==> src/rtl/apb_uart_ctrl_if.sv <==
// APB slave bus bundle for the UART controller.
// The master modport drives requests; the slave modport returns the response.
interface apb_uart_ctrl_if #(
    parameter int ADDR_W = 12
);
    logic              psel_i;
    logic              penable_i;
    logic              pwrite_i;
    logic [ADDR_W-1:0] paddr_i;
    logic [31:0]       pwdata_i;
    logic [3:0]        pstrb_i;
    logic [31:0]       prdata_o;
    logic              pready_o;
    logic              pslverr_o;

    modport master (
        output psel_i, penable_i, pwrite_i, paddr_i, pwdata_i, pstrb_i,
        input  prdata_o, pready_o, pslverr_o
    );

    modport slave (
        input  psel_i, penable_i, pwrite_i, paddr_i, pwdata_i, pstrb_i,
        output prdata_o, pready_o, pslverr_o
    );
endinterface

==> src/rtl/apb_uart_ctrl.sv <==
// APB register front end for the UART: divisor, control, TX FIFO feeding the
// serializer through a valid/ready FSM, and a single-entry RX holding register.
module apb_uart_ctrl #(
    parameter int                ADDR_W     = 12,
    parameter int                FIFO_DEPTH = 8,
    parameter int                DIV_W      = 16,
    parameter logic [DIV_W-1:0]  DIV_RESET  = 16'd868
) (
    input  logic             clk_i,
    input  logic             rst_i,
    apb_uart_ctrl_if.slave   apb,
    output logic [7:0]       tx_data_o,
    output logic             tx_valid_o,
    input  logic             tx_ready_i,
    input  logic [7:0]       rx_data_i,
    input  logic             rx_valid_i,
    output logic [DIV_W-1:0] baud_div_o,
    output logic             tx_en_o,
    output logic             irq_o
);
    localparam int PTR_W = $clog2(FIFO_DEPTH);
    localparam int CNT_W = PTR_W + 1;
    localparam logic [CNT_W-1:0] CNT_FULL = CNT_W'(FIFO_DEPTH);

    localparam logic [1:0] A_DATA   = 2'd0;
    localparam logic [1:0] A_STATUS = 2'd1;
    localparam logic [1:0] A_CTRL   = 2'd2;
    localparam logic [1:0] A_DIV    = 2'd3;

    typedef enum logic [0:0] {
        ST_IDLE = 1'b0,
        ST_SEND = 1'b1
    } tx_state_e;

    tx_state_e        state_q;
    logic [7:0]       mem_q [FIFO_DEPTH];
    logic [PTR_W-1:0] wr_ptr_q;
    logic [PTR_W-1:0] rd_ptr_q;
    logic [CNT_W-1:0] count_q;
    logic [CNT_W-1:0] count_d;
    logic [7:0]       tx_data_q;
    logic             tx_valid_q;
    logic             tx_en_q;
    logic             tx_en_d;
    logic             ie_tx_empty_q;
    logic             ie_tx_empty_d;
    logic             ie_rx_q;
    logic             ie_rx_d;
    logic [DIV_W-1:0] div_q;
    logic [DIV_W-1:0] div_d;
    logic [7:0]       rx_byte_q;
    logic             rx_valid_q;
    logic             rx_overrun_q;
    logic             irq_q;

    logic             access_s;
    logic             addr_ok_s;
    logic [1:0]       reg_sel_s;
    logic             wr_s;
    logic             rd_s;
    logic             tx_full_s;
    logic             tx_empty_s;
    logic             push_s;
    logic             pop_s;
    logic             data_rd_s;
    logic             ovr_clr_s;
    logic [31:0]      rdata_s;
    logic             slverr_s;
    logic [31:0]      cnt32_s;
    logic [31:0]      div32_s;
    logic             unused_bits_s;

    assign access_s   = apb.psel_i & apb.penable_i;
    assign addr_ok_s  = (apb.paddr_i[ADDR_W-1:4] == {(ADDR_W-4){1'b0}});
    assign reg_sel_s  = apb.paddr_i[3:2];
    assign wr_s       = access_s & addr_ok_s & apb.pwrite_i;
    assign rd_s       = access_s & addr_ok_s & ~apb.pwrite_i;
    assign tx_full_s  = (count_q == CNT_FULL);
    assign tx_empty_s = (count_q == {CNT_W{1'b0}});
    assign push_s     = wr_s & (reg_sel_s == A_DATA) & ~tx_full_s;
    assign data_rd_s  = rd_s & (reg_sel_s == A_DATA);
    assign ovr_clr_s  = wr_s & (reg_sel_s == A_STATUS) & apb.pstrb_i[0] & apb.pwdata_i[3];
    // Pops only with tx_en set, so clearing it mid-SEND lets the held byte finish.
    assign pop_s      = tx_en_q & ~tx_empty_s &
                        ((state_q == ST_IDLE) | ((state_q == ST_SEND) & tx_ready_i));
    assign cnt32_s    = 32'(count_q);
    assign div32_s    = 32'(div_q);
    assign unused_bits_s = ^{apb.paddr_i[1:0], apb.pwdata_i, apb.pstrb_i};

    // FIFO level next state
    always_comb begin
        count_d = count_q;
        case ({push_s, pop_s})
            2'b10:   count_d = count_q + {{(CNT_W-1){1'b0}}, 1'b1};
            2'b01:   count_d = count_q - {{(CNT_W-1){1'b0}}, 1'b1};
            default: count_d = count_q;
        endcase
    end

    // Control and divisor register next state, byte-strobed
    always_comb begin
        tx_en_d       = tx_en_q;
        ie_tx_empty_d = ie_tx_empty_q;
        ie_rx_d       = ie_rx_q;
        div_d         = div_q;
        if (wr_s && (reg_sel_s == A_CTRL) && apb.pstrb_i[0]) begin
            tx_en_d       = apb.pwdata_i[0];
            ie_tx_empty_d = apb.pwdata_i[1];
            ie_rx_d       = apb.pwdata_i[2];
        end else begin
            tx_en_d       = tx_en_q;
            ie_tx_empty_d = ie_tx_empty_q;
            ie_rx_d       = ie_rx_q;
        end
        if (wr_s && (reg_sel_s == A_DIV)) begin
            for (int i = 0; i < DIV_W; i++) begin
                if (apb.pstrb_i[i>>3]) begin
                    div_d[i] = apb.pwdata_i[i];
                end else begin
                    div_d[i] = div_q[i];
                end
            end
        end else begin
            div_d = div_q;
        end
    end

    // Read mux and error response, live only during the access phase
    always_comb begin
        rdata_s  = 32'd0;
        slverr_s = 1'b0;
        if (access_s) begin
            slverr_s = ~addr_ok_s | (apb.pwrite_i & (reg_sel_s == A_DATA) & tx_full_s);
        end else begin
            slverr_s = 1'b0;
        end
        if (rd_s) begin
            case (reg_sel_s)
                A_DATA:   rdata_s = rx_valid_q ? {24'd0, rx_byte_q} : 32'd0;
                A_STATUS: rdata_s = {24'd0, cnt32_s[3:0], rx_overrun_q, rx_valid_q,
                                     tx_empty_s, tx_full_s};
                A_CTRL:   rdata_s = {29'd0, ie_rx_q, ie_tx_empty_q, tx_en_q};
                A_DIV:    rdata_s = div32_s;
                default:  rdata_s = 32'd0;
            endcase
        end else begin
            rdata_s = 32'd0;
        end
    end

    // Configuration registers
    always_ff @(posedge clk_i or posedge rst_i) begin
        if (rst_i) begin
            tx_en_q       <= 1'b0;
            ie_tx_empty_q <= 1'b0;
            ie_rx_q       <= 1'b0;
            div_q         <= DIV_RESET;
        end else begin
            tx_en_q       <= tx_en_d;
            ie_tx_empty_q <= ie_tx_empty_d;
            ie_rx_q       <= ie_rx_d;
            div_q         <= div_d;
        end
    end

    // TX FIFO storage and pointers
    always_ff @(posedge clk_i or posedge rst_i) begin
        if (rst_i) begin
            wr_ptr_q <= {PTR_W{1'b0}};
            rd_ptr_q <= {PTR_W{1'b0}};
            count_q  <= {CNT_W{1'b0}};
            for (int i = 0; i < FIFO_DEPTH; i++) begin
                mem_q[i] <= 8'd0;
            end
        end else begin
            count_q <= count_d;
            if (push_s) begin
                mem_q[wr_ptr_q] <= apb.pwdata_i[7:0];
                wr_ptr_q        <= wr_ptr_q + {{(PTR_W-1){1'b0}}, 1'b1};
            end
            if (pop_s) begin
                rd_ptr_q <= rd_ptr_q + {{(PTR_W-1){1'b0}}, 1'b1};
            end
        end
    end

    // TX handshake FSM
    always_ff @(posedge clk_i or posedge rst_i) begin
        if (rst_i) begin
            state_q    <= ST_IDLE;
            tx_data_q  <= 8'd0;
            tx_valid_q <= 1'b0;
        end else begin
            case (state_q)
                ST_IDLE: begin
                    if (pop_s) begin
                        tx_data_q  <= mem_q[rd_ptr_q];
                        tx_valid_q <= 1'b1;
                        state_q    <= ST_SEND;
                    end
                end
                ST_SEND: begin
                    if (tx_ready_i) begin
                        if (pop_s) begin
                            tx_data_q  <= mem_q[rd_ptr_q];
                            tx_valid_q <= 1'b1;
                        end else begin
                            tx_valid_q <= 1'b0;
                            state_q    <= ST_IDLE;
                        end
                    end
                end
                default: begin
                    tx_valid_q <= 1'b0;
                    state_q    <= ST_IDLE;
                end
            endcase
        end
    end

    // RX holding register; a same-cycle DATA read makes room for the new byte
    always_ff @(posedge clk_i or posedge rst_i) begin
        if (rst_i) begin
            rx_byte_q    <= 8'd0;
            rx_valid_q   <= 1'b0;
            rx_overrun_q <= 1'b0;
        end else begin
            if (rx_valid_i && (!rx_valid_q || data_rd_s)) begin
                rx_byte_q  <= rx_data_i;
                rx_valid_q <= 1'b1;
            end else if (data_rd_s) begin
                rx_valid_q <= 1'b0;
            end
            if (rx_valid_i && rx_valid_q && !data_rd_s) begin
                rx_overrun_q <= 1'b1;
            end else if (ovr_clr_s) begin
                rx_overrun_q <= 1'b0;
            end
        end
    end

    // Interrupt register
    always_ff @(posedge clk_i or posedge rst_i) begin
        if (rst_i) begin
            irq_q <= 1'b0;
        end else begin
            irq_q <= (ie_tx_empty_q & tx_empty_s & ~tx_valid_q) | (ie_rx_q & rx_valid_q);
        end
    end

    assign apb.prdata_o  = rdata_s;
    assign apb.pslverr_o = slverr_s;
    assign apb.pready_o  = 1'b1;
    assign tx_data_o     = tx_data_q;
    assign tx_valid_o    = tx_valid_q;
    assign baud_div_o    = div_q;
    assign tx_en_o       = tx_en_q;
    assign irq_o         = irq_q;
endmodule

==> src/flat_wrapper.sv <==
// flat-port wrapper written by rule: the top's interface ports become plain ports
module apb_uart_ctrl_flat 
#(
    parameter int                ADDR_W     = 12,
    parameter int                FIFO_DEPTH = 8,
    parameter int                DIV_W      = 16,
    parameter logic [DIV_W-1:0]  DIV_RESET  = 16'd868
)
  (clk_i, rst_i, tx_data_o, tx_valid_o, tx_ready_i, rx_data_i, rx_valid_i, baud_div_o, tx_en_o, irq_o, apb_psel_i, apb_penable_i, apb_pwrite_i, apb_paddr_i, apb_pwdata_i, apb_pstrb_i, apb_prdata_o, apb_pready_o, apb_pslverr_o);
  apb_uart_ctrl_if #(.ADDR_W(ADDR_W)) apb_i ();
  input  logic clk_i;
  input  logic rst_i;
  output logic [7:0] tx_data_o;
  output logic tx_valid_o;
  input  logic tx_ready_i;
  input  logic [7:0] rx_data_i;
  input  logic rx_valid_i;
  output logic [DIV_W-1:0] baud_div_o;
  output logic tx_en_o;
  output logic irq_o;
  input wire logic [$bits(apb_i.psel_i)-1:0] apb_psel_i;
  input wire logic [$bits(apb_i.penable_i)-1:0] apb_penable_i;
  input wire logic [$bits(apb_i.pwrite_i)-1:0] apb_pwrite_i;
  input wire logic [$bits(apb_i.paddr_i)-1:0] apb_paddr_i;
  input wire logic [$bits(apb_i.pwdata_i)-1:0] apb_pwdata_i;
  input wire logic [$bits(apb_i.pstrb_i)-1:0] apb_pstrb_i;
  output wire logic [$bits(apb_i.prdata_o)-1:0] apb_prdata_o;
  output wire logic [$bits(apb_i.pready_o)-1:0] apb_pready_o;
  output wire logic [$bits(apb_i.pslverr_o)-1:0] apb_pslverr_o;
  assign apb_i.psel_i = apb_psel_i;
  assign apb_i.penable_i = apb_penable_i;
  assign apb_i.pwrite_i = apb_pwrite_i;
  assign apb_i.paddr_i = apb_paddr_i;
  assign apb_i.pwdata_i = apb_pwdata_i;
  assign apb_i.pstrb_i = apb_pstrb_i;
  assign apb_prdata_o = apb_i.prdata_o;
  assign apb_pready_o = apb_i.pready_o;
  assign apb_pslverr_o = apb_i.pslverr_o;
  apb_uart_ctrl #(.ADDR_W(ADDR_W), .FIFO_DEPTH(FIFO_DEPTH), .DIV_W(DIV_W), .DIV_RESET(DIV_RESET)) u_core (.clk_i(clk_i), .rst_i(rst_i), .apb(apb_i), .tx_data_o(tx_data_o), .tx_valid_o(tx_valid_o), .tx_ready_i(tx_ready_i), .rx_data_i(rx_data_i), .rx_valid_i(rx_valid_i), .baud_div_o(baud_div_o), .tx_en_o(tx_en_o), .irq_o(irq_o));
endmodule
==> config.mk <==
export PLATFORM = sky130hd
export DESIGN_NAME = apb_uart_ctrl_flat
export DESIGN_NICKNAME = d
export VERILOG_FILES = /design/src/rtl/apb_uart_ctrl_if.sv /design/src/rtl/apb_uart_ctrl.sv /design/src/flat_wrapper.sv
export SDC_FILE = /design/constraint.sdc
export NUM_CORES = 1
export LEC_CHECK = 0
export BUFFER_PORTS_ARGS = -buffer_cell sky130_fd_sc_hd__buf_2
export CAP_MARGIN = 25
export CORE_AREA = 2 2 100 121
export CTS_BUF_LIST = sky130_fd_sc_hd__clkbuf_4
export DETAILED_ROUTE_END_ITERATION = 10
export DIE_AREA = 0 0 102 123
export GPL_TIMING_DRIVEN = 0
export PLACE_DENSITY = 0.73
export SLEW_MARGIN = 10
export SYNTH_ARGS = -nofsm -noshare
export SYNTH_HDL_FRONTEND = slang
export SYNTH_SLANG_ARGS = --single-unit
==> constraint.sdc <==
create_clock -name clk_i -period 3.7 [get_ports clk_i]
set_input_delay 0.555 -clock clk_i [delete_from_list [all_inputs] [get_ports clk_i]]
set_output_delay 0.555 -clock clk_i [all_outputs]
set_load 0.02 [all_outputs]
==> metrics, run 1 <==
global-route wire length before repair=between 15 and 20 mm; Final Max Slew Viols=0; Resized Gates After CTS=0; CP required=~4 ns; Placeable Area=11400 um^2; worst rel slew slack=0.358; status=completed; DRC=0; Cells after DPL=669; R2R Setup Slk=0.61 ns; Power per Cell Area=337 nW/um^2; top cell type's share of synthesized area=0.487; all-layer global routing usage=0.207; wire per inst=between 15 and 20 um; Max VDD drop=0.200 mV; largest net degree at the start of global routing=97; origin of the worst setup path=u_core.count_q[0]$_DFFE_PP0P_; simple logic cell fraction of the synthesized area=0.108; syn avg cell area=~13 um^2; Critical Path AT=3.46 ns; Min Hold Slack=0.290 ns; Final min period=3.09 ns; Die ar.=around 13000 um^2; setup bufs post-CTS=0; nets@finish=600; Worst R2R Path Depth=11; post-synthesis cell count=416; Starting Density=0.491; HP Class=in -> reg; PortBufs=80; cell leakage power=about 3.3 nW; first drt pass iteration count=5; MaxCap Viol Count=0; # diodes=0; skew final=0.0182 ns; Root Driver=clkbuf_4; Max FO, Critical Path=11; GP Congestion=0.937; Detail Route Antenna Nets=0; compound-gate portion of the synthesized area=0.0398; asr flop ratio synth=1.00; CTS sink cnt=114; Die Ht=123 um; Worst-Margin Slew=around 0.96 ns; Worst Setup Path Type=reg -> reg; largest family of logic cells by synthesized area=multiplexers; design area=around 6500 um^2; hpwl dp=8.55 mm; worst r2r dst=u_core.count_q[2]$_DFFE_PP0P_; Primary FF master, synth=dfrtp_1; Yosys top cell by area=dfrtp_1; synth top area cells=dfrtp_1 (49%), mux2_2 (19%), mux4_2 (6.4%); unrepaired setup endpoints after global routing=no; dpl cell area=6280 um^2; total power=approximately 0.0022 W; vias in the first global route=3953; most frequent cell after synthesis=dfrtp_1; Via density=between 5 and 6; Layout fillers=between 900 and 1k; Commonest cells post-synth=dfrtp_1 (109), mux2_2 (93), nand2_1 (19); P&R area growth vs syn=16.8%; die span in x=102 um; Max Buffers Root-to-Sink=2; initial antenna violation count=0; worst skew pair latency=~0.5 ns; Fmax=0.324 GHz; endpoints failing hold=0; CTS tree=done; mapped cell area=roughly 5600 um^2; worst r2r src=u_core.count_q[0]$_DFFE_PP0P_; post-synthesis adder-cell area fraction=0.0112; Remaining Overflow, GRT=0; Vias=3780; H-tree levels=4; Syn. warnings=0; I/O pin count=~120; row count=43; crit share post-route=0.835; total CTS buffers=17; crit end category=register; Iteration-0 DRC Markers=about 130; Seq/Total Area, Yosys=0.511; crit path to=u_core.count_q[2]$_DFFE_PP0P_; hold_buf cts=1; Startpoint Class=register; ratio of cells with drive above 1 in the final layout=0.483; Setup-failing EPs final=0; Post-Synth XOR/XNOR Area=0.0141; final std cells w/o fill=702; Yosys cell types=between 50 and 60; Total Routed Length=12.0 mm; post-synthesis mux area share=0.273; number of synthesized flops with an enable pin=0; Worst-path clk slew=0.10 ns; #FFs+latches synth=approximately 110
==> power by group <==
group          total (W)  switching (W)  internal [W]  leakage [nW]
logic           0.000137      0.0000876     0.0000495          1.63
clock network   0.000802       0.000426      0.000376         0.141
registers        0.00126     0.00000617       0.00126          1.55
total            0.00220       0.000520       0.00168          3.32
==> critical path, cell delays in order, from the launching register on <==
cell      delay [ns]
dfrtp_1         0.40
clkbuf_2        0.18
or4_1           0.57
and3_1          0.26
clkbuf_1        0.31
ha_1            0.39
xor2_1          0.17
ha_1            0.18
a21oi_1         0.14
xor2_1          0.16
nor2_1          0.06
xor2_1          0.14
==> cell usage in the layout (no fill, tap or decap), types with 3 or more instances in the layout <==
cell	count
o21ai_0	6
conb_1	17
nor2_1	18
mux2_2	93
mux4_2	16
and2_1	5
buf_1	7
nor4_4	5
clkbuf_4	24
clkbuf_1	10
a21oi_1	12
nand2_1	19
clkinv_1	3
dfstp_2	5
clkinv_2	3
mux2i_1	10
a22oi_1	4
nand3_1	3
and3_1	10
xor2_1	5
inv_1	3
buf_2	83
nor4_1	3
ha_1	5
dfrtp_1	109
xnor2_1	4
buf_4	17
==> state kept, by name, summed over array words and instances (netlist names), 3 cells and up <==
name               count
u_core.wr_ptr_q        3
u_core.baud_div_o     16
u_core.tx_data_o       8
u_core.count_q         4
u_core.mem_q          64
u_core.rx_byte_q       8
u_core.rd_ptr_q        3
==> per-layer routing <==
metal	share of wire	wire length, um	GRT usage
met4	0.019	224	0.0692
met1	0.42	5060	0.254
met3	0.044	524	0.0509
met5	0	0	0
met2	0.51	6170	0.358
==> through the flow <==
step                setup slack (ns)  utilization  setup TNS, ns
floorplan                      0.138            -              0
global placement               -1.00        0.548        -108.05
detailed placement             0.584        0.551              0
CTS                            0.591        0.573              0
global route                   0.414        0.573              0
finish                         0.609        0.573              0
==> worst min-delay path by stage <==
stage / from / endpoint / cells past startpoint / slack, ns
5_1_grt: apb_pwdata_i[11] / u_core.baud_div_o[11]$_DFFE_PP0P_ / 2 / 0.25
3_3_place_gp: u_core.mem_q[48]$_DFFE_PP0P_ / u_core.mem_q[48]$_DFFE_PP0P_ / 1 / 0.46
4_1_cts: apb_pwdata_i[12] / u_core.baud_div_o[12]$_DFFE_PP0P_ / 2 / 0.25
6_report: apb_pwdata_i[12] / u_core.baud_div_o[12]$_DFFE_PP0P_ / 2 / 0.29
2_1_floorplan: u_core.mem_q[16]$_DFFE_PP0P_ / u_core.mem_q[16]$_DFFE_PP0P_ / 1 / 0.45
3_5_place_dp: u_core.mem_q[48]$_DFFE_PP0P_ / u_core.mem_q[48]$_DFFE_PP0P_ / 1 / 0.48
==> cells by family (layout without fill, tap and decap cells) <==
kind of cell / after synthesis / after routing
multiplexers: 121 / 121
flip-flops: 114 / 114
AO/OA/AOI/OAI: 35 / 35
AND/OR/NAND/NOR: 87 / 87
adder cells (fa/ha/maj): 5 / 5
buffers and inverters: 43 / 157
other: 2 / 17
XOR/XNOR: 9 / 9
==> cell type report <==
cell class | instances | area [um^2] | area share
inverters | 4 | 20.0 | 0.00306
repair buffers | 82 | 438 | 0.0670
flip-flops and latches | 114 | 2860 | 0.437
clock inverters | 8 | 63.8 | 0.00976
plain buffers | 39 | 216 | 0.0331
well taps | 157 | 196 | 0.0300
multi-input cells | 274 | 2560 | 0.392
clock buffers | 24 | 180 | 0.0276
(Power assumes the default switching activity.)
==> inputs of run 2 (changes only) <==
--- a/config.mk
+++ b/config.mk
@@ -12,7 +12,7 @@
 export DETAILED_ROUTE_END_ITERATION = 10
 export DIE_AREA = 0 0 102 123
 export GPL_TIMING_DRIVEN = 0
-export PLACE_DENSITY = 0.73
+export PLACE_DENSITY = 0.71
 export SLEW_MARGIN = 10
 export SYNTH_ARGS = -nofsm -noshare
 export SYNTH_HDL_FRONTEND = slang
==> constraint.sdc (replaced) <==
create_clock -name clk_i -period 3 [get_ports clk_i]
set_input_delay 0.45 -clock clk_i [delete_from_list [all_inputs] [get_ports clk_i]]
set_output_delay 0.45 -clock clk_i [all_outputs]
set_load 0.02 [all_outputs]
==> metrics, run 2 (synthesized netlist as in run 1, its figures left out) <==
status=completed; Power per Cell Area=447 nW/um^2 (+33%); worst skew pair latency=0.54 ns (+0.04 ns); Min-Delay Startpoint=apb_pwdata_i[12]; Worst Setup Path Type=in -> out; P&R area growth vs syn=18.8%; PortBufs=80 (unchanged); Max Buffers Root-to-Sink=2 (unchanged); largest net degree at the start of global routing=35 (-64%); unrepaired setup endpoints after global routing=no; Layout fillers=996 (-0.10%); total CTS buffers=17 (unchanged); hpwl dp=8.94 mm (+4.5%); Critical Path AT=2.40 ns (-1.06 ns); ratio of cells with drive above 1 in the final layout=0.491 (+0.00827); row count=43 (unchanged); Detail Route Antenna Nets=0 (unchanged); Max FO, Critical Path=6 (-5); GR Layer Usage met1=0.252 (-0.00257); initial antenna violation count=0 (unchanged); Worst-path clk slew=0.10 ns (about the same); crit share post-route=0.950; met3 global-route usage=0.0639 (+0.0130); # diodes=0 (unchanged); pre-CTS setup slack=-0.102 ns (-0.686 ns); DRC=0 (unchanged); Placeable Area=11400 um^2 (unchanged); commonest non-fill, non-tap cell in the layout=dfrtp_1; Starting Density=0.491 (unchanged); HP Class=in -> reg; Iteration-0 DRC Markers=161 (+28%); Via density=5.38 (-0.17%); CP required=2.55 ns (-1.52 ns); grt peak-use layer=met2; Startpoint Class=input port; Worst-Margin Slew=0.952 ns (-0.00374 ns); wire per inst=17.4 um (+1.8%); GP Congestion=0.901 (-3.9%); Total Routed Length=12.2 mm (+1.9%); MaxCap Viol Count=0 (unchanged); worst r2r src=u_core.count_q[0]$_DFFE_PP0P_; Final Max Slew Viols=0 (unchanged); most frequent cells in the layout=dfrtp_1 (109), mux2_2 (93), buf_2 (83); Vias=3779 (-0.026%); all-layer global routing usage=0.211 (+0.00395); CTS tree=done; crit end category=output pin; Hold Path Sink=u_core.baud_div_o[12]$_DFFE_PP0P_; worst r2r dst=u_core.count_q[2]$_DFFE_PP0P_; met2 usage=0.363 (+0.00535); first drt pass iteration count=4 (-1); cell leakage power=3.35 nW (+1.1%); H-tree levels=4 (unchanged); Worst R2R Path Depth=12 (+1); sum of negative setup slack=0 ns (unchanged); dpl cell area=6320 um^2 (+0.62%); vias in the first global route=3930 (-0.58%); Die Ht=123 um (unchanged); max reg flops=64 (unchanged); Setup-failing EPs final=0 (unchanged); Remaining Overflow, GRT=0 (unchanged); Fmax=0.351 GHz; nets@finish=601 (+0.17%); CTS sink cnt=114 (unchanged); R2R Setup Slk=0.21 ns (-0.40 ns); endpoints failing hold=0 (unchanged); worst rel slew slack=0.361 (+0.00251); Root Driver=clkbuf_4; Max VDD drop=0.227 mV (+14%); global-route wire length before repair=19.8 mm (+0.84%); Largest Register=u_core.mem_q; die span in x=102 um (unchanged); design area=6650 um^2 (+1.7%); hold path depth=2 (unchanged); Final min period=2.85 ns; Die ar.=12500 um^2 (unchanged); I/O pin count=124 (unchanged); final worst slack=0.150 ns (-0.459 ns); skew final=0.0136 ns (-0.00462 ns)
-- run 2: changes by cell type in the layout (fill, tap and decap cells not counted), moves of 2 or more --
cell	previous run	this run
clkbuf_4	24	19
buf_12	0	2
clkinvlp_4	1	3
bufinv_16	1	4
-- run 2: how the worst max path moves through the flow --
stage / start / end / slack (ns) / depth (start not counted)
after detailed placement: u_core.count_q[0]$_DFFE_PP0P_ / u_core.count_q[2]$_DFFE_PP0P_ / -0.10 / 11
final: apb_paddr_i[5] / apb_prdata_o[1] / 0.15 / 6
after CTS: u_core.count_q[0]$_DFFE_PP0P_ / u_core.count_q[2]$_DFFE_PP0P_ / 0.07 / 10
after global placement: u_core.count_q[0]$_DFFE_PP0P_ / u_core.count_q[2]$_DFFE_PP0P_ / -0.04 / 11
after global routing: apb_paddr_i[5] / apb_prdata_o[0] / 0.01 / 6
after floorplan: u_core.count_q[0]$_DFFE_PP0P_ / u_core.count_q[2]$_DFFE_PP0P_ / 0.26 / 12
-- run 2: critical path, stage by stage --
cell and delay [ns]:
buf_2 0.10, nor4_1 0.58, nand2_1 0.34, or3_1 0.47
a211oi_1 0.24, buf_2 0.21
-- run 2: cell type report --
cell class / count / area, um^2 / share of cell area
Clock buffer: 19 / 143 / 0.0215
Buffer: 38 / 213 / 0.0320
Tap cell: 157 / 196 / 0.0295
Timing Repair Buffer: 84 / 478 / 0.0719
Clock inverter: 13 / 166 / 0.0250
Inverter: 4 / 18.8 / 0.00282
Multi-Input combinational cell: 274 / 2570 / 0.387
Sequential cell: 114 / 2860 / 0.430
-- run 2: metrics by stage --
stage	hold WS [ns]	util	cells	power (W)
after detailed placement	0.480	0.554	671	0.00176
after global placement	0.463	0.548	668	0.00175
after global routing	0.107	0.583	703	0.00309
final	0.135	0.583	703	0.00297
after floorplan	0.453	-	431	0.00169
after CTS	0.115	0.582	703	0.00299
-- run 2: power breakdown --
| group | switching (W) | leakage [nW] | internal [W] |
|---|---|---|---|
| logic | 0.000110 | 1.64 | 0.0000666 |
| registers | 0.00000830 | 1.55 | 0.00155 |
| clock network | 0.000574 | 0.165 | 0.000665 |
| total | 0.000693 | 3.35 | 0.00228 |
-- run 2: routing by layer --
metal / part of all wire / vias to the layer above
li1: - / 1730
met1: 0.40 / 1888
met2: 0.52 / 138
met3: 0.055 / 23
met4: 0.018 / 0
met5: 0 / -
-- run 2: what timing repair did --
| item | in CTS | in global routing |
|---|---|---|
| buffers inserted | 0 | 0 |
| hold endpoints to repair | 26 | 0 |
| gates resized for setup | 1 | 3 |
| setup endpoints to repair | 1 | 1 |
| pin swaps | 0 | 0 |
| hold buffers | 1 | 0 |
==> inputs of run 3 (changes only) <==
--- a/config.mk
+++ b/config.mk
@@ -13,6 +13,7 @@
 export DIE_AREA = 0 0 102 123
 export GPL_TIMING_DRIVEN = 0
 export PLACE_DENSITY = 0.71
+export SETUP_SLACK_MARGIN = 0.5
 export SLEW_MARGIN = 10
 export SYNTH_ARGS = -nofsm -noshare
 export SYNTH_HDL_FRONTEND = slang
==> metrics, run 3 (synthesized netlist as in run 1, its figures left out) <==
CTS tree=done; all-layer global routing usage=0.219 (+0.00781); # diodes=0 (unchanged); crit end category=register; Die Ht=123 um (unchanged); skew final=0.0200 ns (+0.00643 ns); global-route wire length before repair=20.4 mm (+3.5%); worst rel slew slack=0.354 (-0.00712); MaxCap Viol Count=0 (unchanged); largest net degree at the start of global routing=41 (+17%); wire per inst=17.8 um (+2.4%); Detail Route Antenna Nets=0 (unchanged); unrepaired setup endpoints after global routing=yes; Vias=3870 (+2.4%); H-tree levels=4 (unchanged); Worst-path clk slew=0.09 ns (about the same); row count=43 (unchanged); Final Max Slew Viols=0 (unchanged); Via density=5.34 (-0.70%); GP Congestion=0.905 (+0.48%); dpl cell area=6360 um^2 (+0.53%); cell leakage power=3.51 nW (+4.6%); nets@finish=623 (+3.7%); Final min period=2.53 ns (-0.318 ns); Placeable Area=11400 um^2 (unchanged); initial antenna violation count=0 (unchanged); Total Routed Length=12.9 mm (+5.6%); Max VDD drop=0.234 mV (+3.0%); total CTS buffers=17 (unchanged); P&R area growth vs syn=24.8%; Startpoint Class=register; Die ar.=12500 um^2 (unchanged); ratio of cells with drive above 1 in the final layout=0.537 (+0.0461); DRC=0 (unchanged); R2R Setup Slk=0.47 ns (+0.26 ns); first drt pass iteration count=4 (unchanged); Critical Path AT=2.92 ns (+0.52 ns); final core utilization=0.612 (+0.0295); Fmax=0.395 GHz (+13%); Max Buffers Root-to-Sink=2 (unchanged); Worst Setup Path Type=reg -> reg; design area=6990 um^2 (+5.1%); I/O pin count=124 (unchanged); hpwl dp=8.96 mm (+0.27%); Layout fillers=936 (-6.0%); Remaining Overflow, GRT=0 (unchanged); CP required=3.39 ns (+0.84 ns); Root Driver=clkbuf_4; crit share post-route=0.844 (-0.106); max reg flops=64 (unchanged); Starting Density=0.491 (unchanged); vias in the first global route=3978 (+1.2%); commonest non-fill, non-tap cell in the layout=dfrtp_1; Iteration-0 DRC Markers=160 (-0.62%); status=completed; die span in x=102 um (unchanged); PortBufs=80 (unchanged); most frequent cells in the layout=dfrtp_1 (109), mux2_2 (93), buf_2 (75); endpoints failing hold=0 (unchanged); CTS sink cnt=114 (unchanged); Worst-Margin Slew=0.962 ns (+0.0106 ns); worst skew pair latency=0.51 ns (-0.03 ns); Max FO, Critical Path=8 (+2); Setup-failing EPs final=0 (unchanged); HP Class=in -> reg; Largest Register=u_core.mem_q; Power per Cell Area=415 nW/um^2 (-7.2%)
-- run 3: cell types whose count changed in the layout (fill, tap and decap cells not counted), sizes merged --
cell      previous run  this run
bufinv               4         3
clkbuf              30        33
clkinvlp             3         1
buf                110       132
-- run 3: routing by layer --
layer	GRT usage	vias up	share of wire
met3	0.0560	22	0.047
met2	0.368	123	0.52
met1	0.267	1962	0.41
met4	0.0950	0	0.018
met5	0	-	0
li1	-	1763	-
-- run 3: worst paths after layout --
kind                                                     from                          endpoint  cells past startpoint
worst max-delay path            u_core.count_q[2]$_DFFE_PP0P_     u_core.count_q[2]$_DFFE_PP0P_                     11
worst min-delay path                               rx_valid_i     u_core.rx_valid_q$_DFFE_PP0P_                      2
worst max register to register  u_core.count_q[2]$_DFFE_PP0P_     u_core.count_q[2]$_DFFE_PP0P_                     11
worst min register to register   u_core.mem_q[16]$_DFFE_PP0P_      u_core.mem_q[16]$_DFFE_PP0P_                      1
max in group asynchronous                               rst_i  u_core.baud_div_o[5]$_DFFE_PP1P_                      4
min in group asynchronous                               rst_i        u_core.ie_rx_q$_DFFE_PP0P_                      3
-- run 3: area by class of cell --
class                      instances  area, um^2  area share
sequential                       114        2860       0.409
multi-input combinational        274        2690       0.385
timing repair buffer             105         661      0.0946
buffer                            39         275      0.0394
tap                              157         196      0.0281
clock buffer                      22         165      0.0236
clock inverter                    10         119      0.0170
inverter                           4        18.8     0.00269
-- run 3: what timing repair did --
action | in CTS | in global routing
pin swaps | 7 | 7
hold buffers | 1 | 0
cloned | 0 | 1
endpoints found under the setup margin | 18 | 18
setup buffers | 12 | 8
resized for setup | 24 | 22
hold endpoints to repair | 15 | 0
-- run 3: power by group --
group,leakage (nW),internal (W),switching (W),total [W]
clock,0.159,0.000609,0.000543,0.00115
combinational,1.80,0.0000715,0.000116,0.000188
sequential,1.55,0.00155,0.00000829,0.00156
-- run 3: metrics by stage --
| stage | setup WS, ns | hold slack, ns | cells | setup TNS [ns] | power, W |
|---|---|---|---|---|---|
| 2_1_floorplan | 0.444 | 0.453 | 431 | 0 | 0.00169 |
| 3_3_place_gp | 0.140 | 0.463 | 668 | 0 | 0.00175 |
| 3_5_place_dp | -0.0463 | 0.483 | 671 | -0.0463 | 0.00177 |
| 4_1_cts | 0.472 | 0.113 | 716 | 0 | 0.00292 |
| 5_1_grt | 0.387 | 0.0959 | 725 | 0 | 0.00303 |
| 6_report | 0.468 | 0.164 | 725 | 0 | 0.00290 |
-- run 3: critical path: stages (launching register included) --
cell       delay [ns]
dfrtp_1          0.40
buf_8            0.14
or4_4            0.54
and3_4           0.21
clkbuf_16        0.15
ha_4             0.16
xor2_2           0.15
ha_2             0.18
a21oi_2          0.11
xor2_1           0.16
nor2_1           0.07
xor2_1           0.14
